[src/rtl/ldpc_dec_ctrl.sv]
// LDPC decoder sequencer: drives the shared phase code to the column cells
// and counts load, check-node, variable-node and output cycles per frame.
module ldpc_dec_ctrl #(
  parameter int A_WID      = 8,
  parameter int LOAD_LEN   = 256,
  parameter int CN_LEN_R12 = 144,
  parameter int CN_LEN_R34 = 72,
  parameter int VN_LEN     = 256,
  parameter int OUT_LEN    = 256,
  parameter int IT_WID     = 5
) (
  input  logic              clk,
  input  logic              reset_n,
  input  logic              frame_start,
  input  logic              code_rate_in,
  input  logic [IT_WID-1:0] max_iter,
  input  logic              sync_in,
  input  logic              parity_ok,
  output logic [3:0]        fsm,
  output logic              code_rate,
  output logic [A_WID-1:0]  phase_cnt,
  output logic [IT_WID-1:0] iter_cnt,
  output logic              busy,
  output logic              out_valid,
  output logic              dec_done,
  output logic              early_stop,
  output logic              overrun
);

  typedef enum logic [3:0] {
    S_IDLE = 4'b0000,
    S_LOAD = 4'b0010,
    S_CHK  = 4'b0100,
    S_VAR  = 4'b1000,
    S_OUT  = 4'b0001
  } state_e;

  localparam logic [A_WID-1:0] LOAD_LAST = A_WID'(LOAD_LEN - 1);
  localparam logic [A_WID-1:0] CN12_LAST = A_WID'(CN_LEN_R12 - 1);
  localparam logic [A_WID-1:0] CN34_LAST = A_WID'(CN_LEN_R34 - 1);
  localparam logic [A_WID-1:0] VN_LAST   = A_WID'(VN_LEN - 1);
  localparam logic [A_WID-1:0] OUT_LAST  = A_WID'(OUT_LEN - 1);
  localparam logic [IT_WID-1:0] IT_MAX   = {IT_WID{1'b1}};

  state_e              state_q, state_d;
  logic                tail_q, tail_d;
  logic                code_rate_q, code_rate_d;
  logic [IT_WID-1:0]   budget_q, budget_d;
  logic [A_WID-1:0]    phase_cnt_q, phase_cnt_d;
  logic [IT_WID-1:0]   iter_cnt_q, iter_cnt_d;
  logic                busy_q, busy_d;
  logic                out_valid_q, out_valid_d;
  logic                dec_done_q, dec_done_d;
  logic                early_stop_q, early_stop_d;
  logic                overrun_q, overrun_d;
  logic [IT_WID-1:0]   iter_inc;
  logic [A_WID-1:0]    cn_last;

  always_comb begin
    state_d      = state_q;
    tail_d       = tail_q;
    code_rate_d  = code_rate_q;
    budget_d     = budget_q;
    phase_cnt_d  = phase_cnt_q;
    iter_cnt_d   = iter_cnt_q;
    early_stop_d = early_stop_q;
    dec_done_d   = 1'b0;
    overrun_d    = frame_start && (state_q != S_IDLE);
    iter_inc     = (iter_cnt_q == IT_MAX) ? iter_cnt_q
                                          : iter_cnt_q + 1'b1;
    cn_last      = code_rate_q ? CN34_LAST : CN12_LAST;

    unique case (state_q)
      S_IDLE: begin
        if (frame_start) begin
          state_d      = S_LOAD;
          code_rate_d  = code_rate_in;
          budget_d     = (max_iter == '0) ? IT_WID'(1) : max_iter;
          phase_cnt_d  = '0;
          iter_cnt_d   = '0;
          early_stop_d = 1'b0;
          tail_d       = 1'b0;
        end
      end
      S_LOAD: begin
        // tail cycle lets the cells' registered write land
        if (tail_q) begin
          state_d     = S_CHK;
          phase_cnt_d = '0;
          tail_d      = 1'b0;
        end else if (sync_in) begin
          phase_cnt_d = phase_cnt_q + 1'b1;
          tail_d      = (phase_cnt_q == LOAD_LAST);
        end
      end
      S_CHK: begin
        if (phase_cnt_q == cn_last) begin
          state_d     = S_VAR;
          phase_cnt_d = '0;
        end else begin
          phase_cnt_d = phase_cnt_q + 1'b1;
        end
      end
      S_VAR: begin
        if (phase_cnt_q == VN_LAST) begin
          phase_cnt_d = '0;
          iter_cnt_d  = iter_inc;
          if (parity_ok) begin
            state_d      = S_OUT;
            early_stop_d = 1'b1;
          end else if (iter_inc == budget_q) begin
            state_d = S_OUT;
          end else begin
            state_d = S_CHK;
          end
        end else begin
          phase_cnt_d = phase_cnt_q + 1'b1;
        end
      end
      S_OUT: begin
        if (phase_cnt_q == OUT_LAST) begin
          state_d     = S_IDLE;
          phase_cnt_d = '0;
          dec_done_d  = 1'b1;
        end else begin
          phase_cnt_d = phase_cnt_q + 1'b1;
        end
      end
      default: begin
        state_d     = S_IDLE;
        phase_cnt_d = '0;
        tail_d      = 1'b0;
      end
    endcase

    busy_d      = (state_d != S_IDLE);
    out_valid_d = (state_d == S_OUT);
  end

  always_ff @(posedge clk or negedge reset_n) begin
    if (!reset_n) begin
      state_q      <= S_IDLE;
      tail_q       <= 1'b0;
      code_rate_q  <= 1'b0;
      budget_q     <= '0;
      phase_cnt_q  <= '0;
      iter_cnt_q   <= '0;
      busy_q       <= 1'b0;
      out_valid_q  <= 1'b0;
      dec_done_q   <= 1'b0;
      early_stop_q <= 1'b0;
      overrun_q    <= 1'b0;
    end else begin
      state_q      <= state_d;
      tail_q       <= tail_d;
      code_rate_q  <= code_rate_d;
      budget_q     <= budget_d;
      phase_cnt_q  <= phase_cnt_d;
      iter_cnt_q   <= iter_cnt_d;
      busy_q       <= busy_d;
      out_valid_q  <= out_valid_d;
      dec_done_q   <= dec_done_d;
      early_stop_q <= early_stop_d;
      overrun_q    <= overrun_d;
    end
  end

  assign fsm        = state_q;
  assign code_rate  = code_rate_q;
  assign phase_cnt  = phase_cnt_q;
  assign iter_cnt   = iter_cnt_q;
  assign busy       = busy_q;
  assign out_valid  = out_valid_q;
  assign dec_done   = dec_done_q;
  assign early_stop = early_stop_q;
  assign overrun    = overrun_q;

endmodule

[config.mk]
export PLATFORM = sky130hd
export DESIGN_NAME = ldpc_dec_ctrl
export DESIGN_NICKNAME = d
export VERILOG_FILES = /design/src/rtl/ldpc_dec_ctrl.sv
export SDC_FILE = /design/constraint.sdc
export NUM_CORES = 1
export LEC_CHECK = 0
export BUFFER_PORTS_ARGS = -buffer_cell sky130_fd_sc_hd__buf_2
export CAP_MARGIN = 20
export CORE_MARGIN = 3
export CORE_UTILIZATION = 45
export CTS_CLUSTER_SIZE = 40
export DETAILED_ROUTE_END_ITERATION = 10
export GPL_TIMING_DRIVEN = 0
export PLACE_DENSITY = 0.72
export SETUP_SLACK_MARGIN = 0.5
export SLEW_MARGIN = 30
export SYNTH_ARGS = -nofsm -noshare
export SYNTH_HDL_FRONTEND = slang
export SYNTH_SLANG_ARGS = --single-unit
[constraint.sdc]
create_clock -name clk -period 4.01 [get_ports clk]
set_input_delay 1.0025 -clock clk [delete_from_list [all_inputs] [get_ports clk]]
set_output_delay 1.0025 -clock clk [all_outputs]
set_load 0.01 [all_outputs]
* Word-level counts from Yosys, hierarchy flattened
Cells that the tools add are included.
** Cells by class
- Reductions and logical operators :: 13
- Bitwise gates (word level) :: 1
- Muxes and demuxes :: 29
- $add $sub $neg :: 2
- Equality and inequality tests :: 13
** Operators by type and width (number)
- $mux 8 :: 6
- $pmux 8 s4 :: 1
- $mux 4 :: 5
- $mux 5 :: 4
- $pmux 4 s5 :: 1
- $pmux 5 s2 :: 1
- $add 8x1->8 const B :: 1
- $eq 4x1->1 const B :: 2
- $eq 8x8->1 :: 1
- $eq 8x8->1 const B :: 1
- $reduce_bool 4->1 :: 2
- $mux 1 :: 7
- $mux 3 :: 2
- $ne 2x2->1 const B :: 3
- $reduce_and 2->1 :: 3
- $add 5x1->5 const B :: 1
- $eq 5x5->1 :: 1
- $eq 5x5->1 const B :: 1
- $logic_not 5->1 :: 1
- $eq 4x2->1 const B :: 1
- $eq 4x3->1 const B :: 1
- $eq 4x4->1 const B :: 1
- $logic_not 4->1 :: 1
- $reduce_and 4->1 :: 1
- other kinds (9) :: 9
** Storage, ports and cells
- Register bits after elaboration :: 29
- Input port bits :: 11
- Logic and storage cells :: 69

* Logic depth before layout (Yosys ltp)
Gate-level depths: netlist of run 1.
- Depth after elaboration :: 8
- Depth in mapped cells :: 7
- Mapped depth without buffers :: 6

* Least setup slack after synthesis of run 1
No wires, ideal clock.
- Path kind :: reg-to-reg
- From :: register iter_cnt_q[0] (netlist: iter_cnt[0])
- To :: register state_q[0] (netlist: fsm[0])
- Clock period less this slack :: 2.082 ns
- Slack :: 1.928 ns
- Cell stages (with the launch flop) :: 8
- Arrival :: 2.016 ns
- Buffers on the path :: 1
- Required time :: 3.944 ns
- Cells stage by stage :: dfrtp_1 ha_1 buf_2 or3b_1 a211oi_1 o21ai_0 a221oi_1 o31a_1
** Between the ends
- Cells in the longest elaborated chain, start to end :: 7
- Elaborated cells on any way between the ends :: 8
- Those cells by class :: 1 x add/sub; 2 x eq/ne; 5 x mux
** RTL lines
- start, declared :: line 50 : logic [IT_WID-1:0] iter_cnt_q, iter_cnt_d;
- start signal, assigned :: line 159 : iter_cnt_q <= iter_cnt_d;
- $add 5x1->5 or $eq 5x5->1 (tied branches) :: line 70, 69
- $mux 5 (*) :: line 69 : iter_inc = (iter_cnt_q == IT_MAX) ? iter_cnt_q
- $eq 5x5->1 (*) :: line 111 : end else if (iter_inc == budget_q) begin
- $mux 3 (*) :: line 111
- $mux 3 (*) :: line 108 : if (parity_ok) begin
- $mux 4 (*) :: line 105 : if (phase_cnt_q == VN_LAST) begin
- $pmux 4 s5 (*) :: line 73 : unique case (state_q)
- net state_d[0] :: line 45 : state_e state_q, state_d;
- end signal, assigned :: line 154 : state_q <= state_d;
- end, declared :: line 45
The timed path passes the listed nets; every way through them passes the cells marked *.
A chain may end at the register's enable or synchronous reset.

* Worst setup path after layout of run 1
Same ends and word-level chain as after synthesis.

==> flow_summary.ini, run 1 <==
[place]
hpwl_um = 2540
gp_congestion = 0.807
placed_cell_area_mm2 = 0.00188
portBuffers = 33

[sta]
period_share_pct = 58.2
setup_viol = 0
fin_worst_skew_ns = 0.00863
rsz0062_at_grt = false
fin_crit_ns = 2.33
slew_headroom_pct = 57.5
fin_setup_tns_ns = 0
tightest_slew_ns = 0.638
hold_viol = 0
drv_slew = 0
fmax_mhz = 428

[die]
rows = 21
fp.dieW_um = 66.7
die_h_um = 66.7
coreArea_mm2 = 0.00344
ios = 34
start_util_pct = 48.2
dieArea_mm2 = 0.00445

[cts]
cts_tree = built
clock_latency_ns = 0.28
cts_hold_buf = 0
cts.repair.resized = 0
cts_setup_buffers = 0
root_buffer = clkbuf_8
path_clk_slew_ns = 0.07
clkSinkCount = 29
numCtsBuffers = 5
htreeDepth = 2
clock_path_buffers = 2

[synthesis]
ys_seq_area_share_pct = 43.7
yosys.cell_types.count = 48
synth_edf_count = 0
synthCells = 177
ys_async_sr_fraction_pct = 100
yosysWarnings = 0
syn_area_mm2 = 0.00166
ys_seq_elements = 29
synthesis.nets = 190
syn_avg_cell_area_um2 = 9.37
synth_top_flop_cell = dfrtp_1

[grt]
grt_first_pass_wirelength_um = 6020
grt.total_usage_pct = 18.1
overflow = 0
grt_pass1_vias = 1268
antenna_found_initial = 0
grt_start_max_net_pins = 30

[pwr]
cellPowerDensity_mw_per_mm2 = 473
p_leak_uw = 0.000906
total_power_uw = 937
vdd_drop_max_v = 0.000240

[layout]
final_common_cell = buf_2
area_growth_pct = 19.5
drive_above_1_share_pct = 28.4
nets = 230
final_cell_area_mm2 = 0.00198
final_cell_mix = buf_2 (36), dfrtp_1 (29), nand2_1 (18), o21ai_0 (13), a21oi_1 (13)
diodes = 0

[setup_path]
critPathRequiredTime_ns = 4.22
crit_type = reg -> reg
arrival_ns = 2.55
end_kind = register
startpoint_type = register
rr_worst_depth = 7
path_max_fanout = 10

[route]
drt_first_iter_violations = 133
drc_errors = 0
viasPerCell = 5.57
wirelength_um = 3590
drt-pass1-iter-count = 4
num_vias = 1471
routedWlPerCell_um = 13.6
antenna_left = 0

[min_path]
hold_depth = 2
hp-class = reg -> reg

[job]
drv_cap = 0

[status]
outcome = completed
[registers in the layout, indices dropped and copies added, names as in the netlist]
name        count
code_rate       1
budget_q        5
phase_cnt       8
early_stop      1
overrun         1
dec_done        1
tail_q          1
out_valid       1
busy            1
iter_cnt        5
fsm             4
[kinds of logic (layout without fill, tap and decap cells)]
kind of cell,count (synthesis),in the layout,synth area share (%)
AOI/OAI and AO/OA,50,50,19.7
xor gates and xnor gates,8,8,4.22
adders and majority gates,2,2,1.51
buffers and inverters,11,52,3.24
DFF,29,29,43.7
muxes,5,5,3.39
and+or+nand+nor,72,72,24.2
[stage by stage]
stage | std cells | hold WS, ns | util (%) | setup WS (ns)
after floorplan | 177 | 0.469 | - | 1.93
after global placement | 256 | 0.468 | 54.7 | 1.65
after detailed placement | 256 | 0.478 | 54.7 | 1.61
after CTS | 264 | 0.493 | 57.6 | 1.69
after global routing | 264 | 0.516 | 57.6 | 1.51
final | 264 | 0.485 | 57.6 | 1.68
[routing by layer]
layer / track usage (%) / up-vias / share of wire [%]
met2: 25.6 / 46 / 44
met3: 5.40 / 6 / 5.6
met5: 0 / - / 0
met1: 25.5 / 678 / 49
met4: 7.61 / 0 / 1.5
li1: - / 741 / -
[cells in the mapped netlist, types with 2 or more instances]
| cell | instances | area [um^2] |
|---|---|---|
| o21a_1 | 2 | 15.0 |
| nor3b_1 | 2 | 15.0 |
| clkbuf_1 | 3 | 11.3 |
| nor4_1 | 2 | 12.5 |
| o31a_1 | 2 | 17.5 |
| xor2_1 | 6 | 52.6 |
| nor3_1 | 7 | 35.0 |
| a21boi_0 | 2 | 15.0 |
| or4bb_1 | 2 | 22.5 |
| buf_2 | 3 | 15.0 |
| nand3b_1 | 2 | 15.0 |
| or3_1 | 3 | 18.8 |
| dfrtp_1 | 29 | 726 |
| and3_1 | 2 | 12.5 |
| nor4bb_1 | 2 | 20.0 |
| nand2b_1 | 2 | 12.5 |
| a31oi_1 | 4 | 25.0 |
| nand4_1 | 2 | 12.5 |
| a31o_2 | 2 | 17.5 |
| nand2_1 | 18 | 67.6 |
| a21o_1 | 2 | 15.0 |
| o21ai_0 | 13 | 65.1 |
| nand3_1 | 7 | 35.0 |
| nor2_1 | 11 | 41.3 |
| mux2_2 | 5 | 56.3 |
| a21oi_1 | 13 | 65.1 |
| or2_2 | 4 | 25.0 |
| ha_1 | 2 | 25.0 |
| xnor2_1 | 2 | 17.5 |
| inv_1 | 3 | 11.3 |
[worst max-delay path, stage by stage (launching register included)]
cell,delay [ns]
dfrtp_1,0.46
ha_1,0.20
buf_2,0.19
or3b_1,0.35
a211oi_1,0.22
o21ai_0,0.10
a221oi_1,0.52
o31a_1,0.21
[final timing paths]
| path | end | slack, ns | startpoint |
|---|---|---|---|
| min in group asynchronous | iter_cnt[4] | 0.74 | reset_n |
| worst min-delay path | early_stop | 0.48 | early_stop |
| worst max register to register | fsm[0] | 1.68 | iter_cnt[0] |
| worst min register to register | early_stop | 0.48 | early_stop |
| worst max-delay path | fsm[0] | 1.68 | iter_cnt[0] |
| max in group asynchronous | dec_done | 2.85 | reset_n |
[cell type report]
class                      instances  area (um^2)
sequential                        29          726
timing repair buffer              33          165
buffer                             8         42.5
clock inverter                     1         5.00
clock buffer                       7         96.3
inverter                           3         11.3
multi-input combinational        137          880
tap                               46         57.6
fill                             307         1460
[power breakdown]
part           leakage [uW]  switching [uW]  internal (uW)
sequential         0.000361            87.9            352
clock             0.0000542             111            155
combinational      0.000491             121            111
No activity file was read; power rests on OpenSTA's default activity.
==> inputs of run 2 (changes only) <==
- PLACE_DENSITY: 0.72 -> 0.74
- clock period: 4.01 -> 2 ns (I/O delays scaled with it)
==> run 2 against run 1 <==
Effect of this change:
- clock skew is 0.0045 ns lower
- register-to-register slack worse by 1.7 ns
- clock power rose by 80%
- via count up 14%
- core utilization increased by 16 points
==> flow_summary.ini, run 2 (synthesis gave the netlist of run 1 again) <==
[pwr]
cellPowerDensity_mw_per_mm2 = 873
p_comb_share_pct = 37.4
total_power_uw = 2210
p_sw_uw = 797
p_int_uw = 1410
swShare_pct = 36.1
p_leak_uw = 0.00113
pwr-share-clk_pct = 21.6
vdd_drop_max_v = 0.000742
pwr-share-seq_pct = 41.0

[cts]
clock_path_buffers = 2
clkSinkCount = 29
path_clk_slew_ns = 0.06
cts_hold_buf = 0
cts_tree = built
clock_latency_ns = 0.29
htreeDepth = 2
numCtsBuffers = 5
root_buffer = clkbuf_8

[die]
start_util_pct = 48.2
coreArea_mm2 = 0.00344
die_h_um = 66.7
ios = 34
dieArea_mm2 = 0.00445
fp.dieW_um = 66.7
rows = 21

[sta]
fmax_mhz = 504
rsz0062_at_grt = true
setup_viol = 0
fin_setup_tns_ns = 0
drv_slew = 0
hold_viol = 0
fin_worst_skew_ns = 0.00413
period_share_pct = 99.2
fin_crit_ns = 1.98
tightest_slew_ns = 0.656
slew_headroom_pct = 56.2
holdWs_ns = 0.234

[place]
hpwl_um = 2610
gp_congestion = 0.838
portBuffers = 33

[setup_path]
worstReg2RegStart = fsm[0]
critPathTopFamily = simple AND/OR/NAND/NOR gates
path_cells = buf_6 > or4b_4 > buf_6 > or3_4 > nand2_4 > o21ai_2 > a32o_1
cp_num_cells = 7
r2r_slack_ns = 0.02
crit_start = fsm[0]
critPathRequiredTime_ns = 2.18
crit_type = reg -> reg
cp_slowest_cell = or4b_4
end_kind = register
startpoint_type = register
arrival_ns = 2.16
cp_common_cell = buf_6
path_buf_inv = 2
rr_endpoint = iter_cnt[1]
path_max_fanout = 5
rr_worst_depth = 7
crit_path_end = iter_cnt[1]
critPathMaxStageDelay_ns = 0.51

[job]
drv_cap = 0

[route]
drc_errors = 0
num_vias = 1674
routedWlPerCell_um = 16.3
wirelength_um = 4850
antenna_left = 0
drt-pass1-iter-count = 4
drt_first_iter_violations = 149
viasPerCell = 5.62

[layout]
largest_reg_flops = 8
final_common_cell = buf_2
utilization_pct = 73.4
diodes = 0
area_growth_pct = 52.3
drive_above_1_share_pct = 54.8
nets = 264
final_cell_mix = buf_2 (32), buf_4 (24), buf_6 (17), nand2_1 (17), dfrtp_1 (17)

[grt]
antenna_found_initial = 0
grt_first_pass_wirelength_um = 6910
overflow = 0
grt.total_usage_pct = 20.9
grt_pass1_vias = 1446
grt_start_max_net_pins = 30

[status]
outcome = completed

[min_path]
hp-class = in -> async
## run 2: cell types whose count changed in the layout (fill, tap and decap cells not counted), moves of 5 or more
cell / delta
o21ai_0: -11
o21ai_1: +6
buf_4: +24
o21ai_2: +5
dfrtp_1: -12
nor2_1: -5
dfrtp_2: +12
buf_6: +16
## run 2: cell type report
type | instances | area, um^2
buffer | 8 | 73.8
fill | 239 | 915
inverter | 3 | 11.3
clock buffer | 6 | 72.6
sequential | 29 | 741
timing repair buffer | 67 | 480
multi-input combinational | 137 | 1080
clock inverter | 2 | 10.0
tap | 46 | 57.6
## run 2: what timing repair did
action | in CTS | in global routing
endpoints found under the setup margin | 24 | 34
buffers inserted | 17 | 16
endpoints found under the hold margin | 0 | 0
resized for setup | 23 | 59
pin swaps | 7 | 13
gates cloned | 1 | 0
## run 2: how the worst min path moves through the flow
| stage | from | end | slack [ns] | cells past startpoint |
|---|---|---|---|---|
| 2_1_floorplan | reset_n | budget_q[0] | 0.20 | 0 |
| 3_3_place_gp | early_stop | early_stop | 0.46 | 2 |
| 3_5_place_dp | early_stop | early_stop | 0.50 | 2 |
| 4_1_cts | reset_n | phase_cnt[0] | 0.25 | 1 |
| 5_1_grt | reset_n | phase_cnt[1] | 0.29 | 1 |
| 6_report | reset_n | dec_done | 0.23 | 1 |
## run 2: power by group through the flow
| stage | clock network, uW | registers, uW | logic [uW] |
|---|---|---|---|
| global placement | 0 | 886 | 473 |
| finish | 476 | 905 | 826 |
| CTS | 473 | 888 | 591 |
| detailed placement | 0 | 891 | 486 |
| global route | 506 | 931 | 913 |
| floorplan | 0 | 894 | 290 |
## run 2: layer usage
| metal | wire length, um | up-vias | global-route usage (%) |
|---|---|---|---|
| met5 | 0 | - | 0 |
| met4 | 101 | 0 | 11.4 |
| met3 | 232 | 8 | 5.06 |
| met2 | 2450 | 45 | 31.6 |
| met1 | 2060 | 817 | 27.3 |
| li1 | - | 804 | - |
## run 2: stage by stage
step | worst slack [ns] | instance area, um^2 | cells
finish | 0.0152 | 2530 | 298
global route | -0.0503 | 2530 | 298
CTS | 0.0256 | 2240 | 282
detailed placement | -0.0966 | 1940 | 256
global placement | -0.0688 | 1940 | 256
floorplan | 0.00880 | 1710 | 177
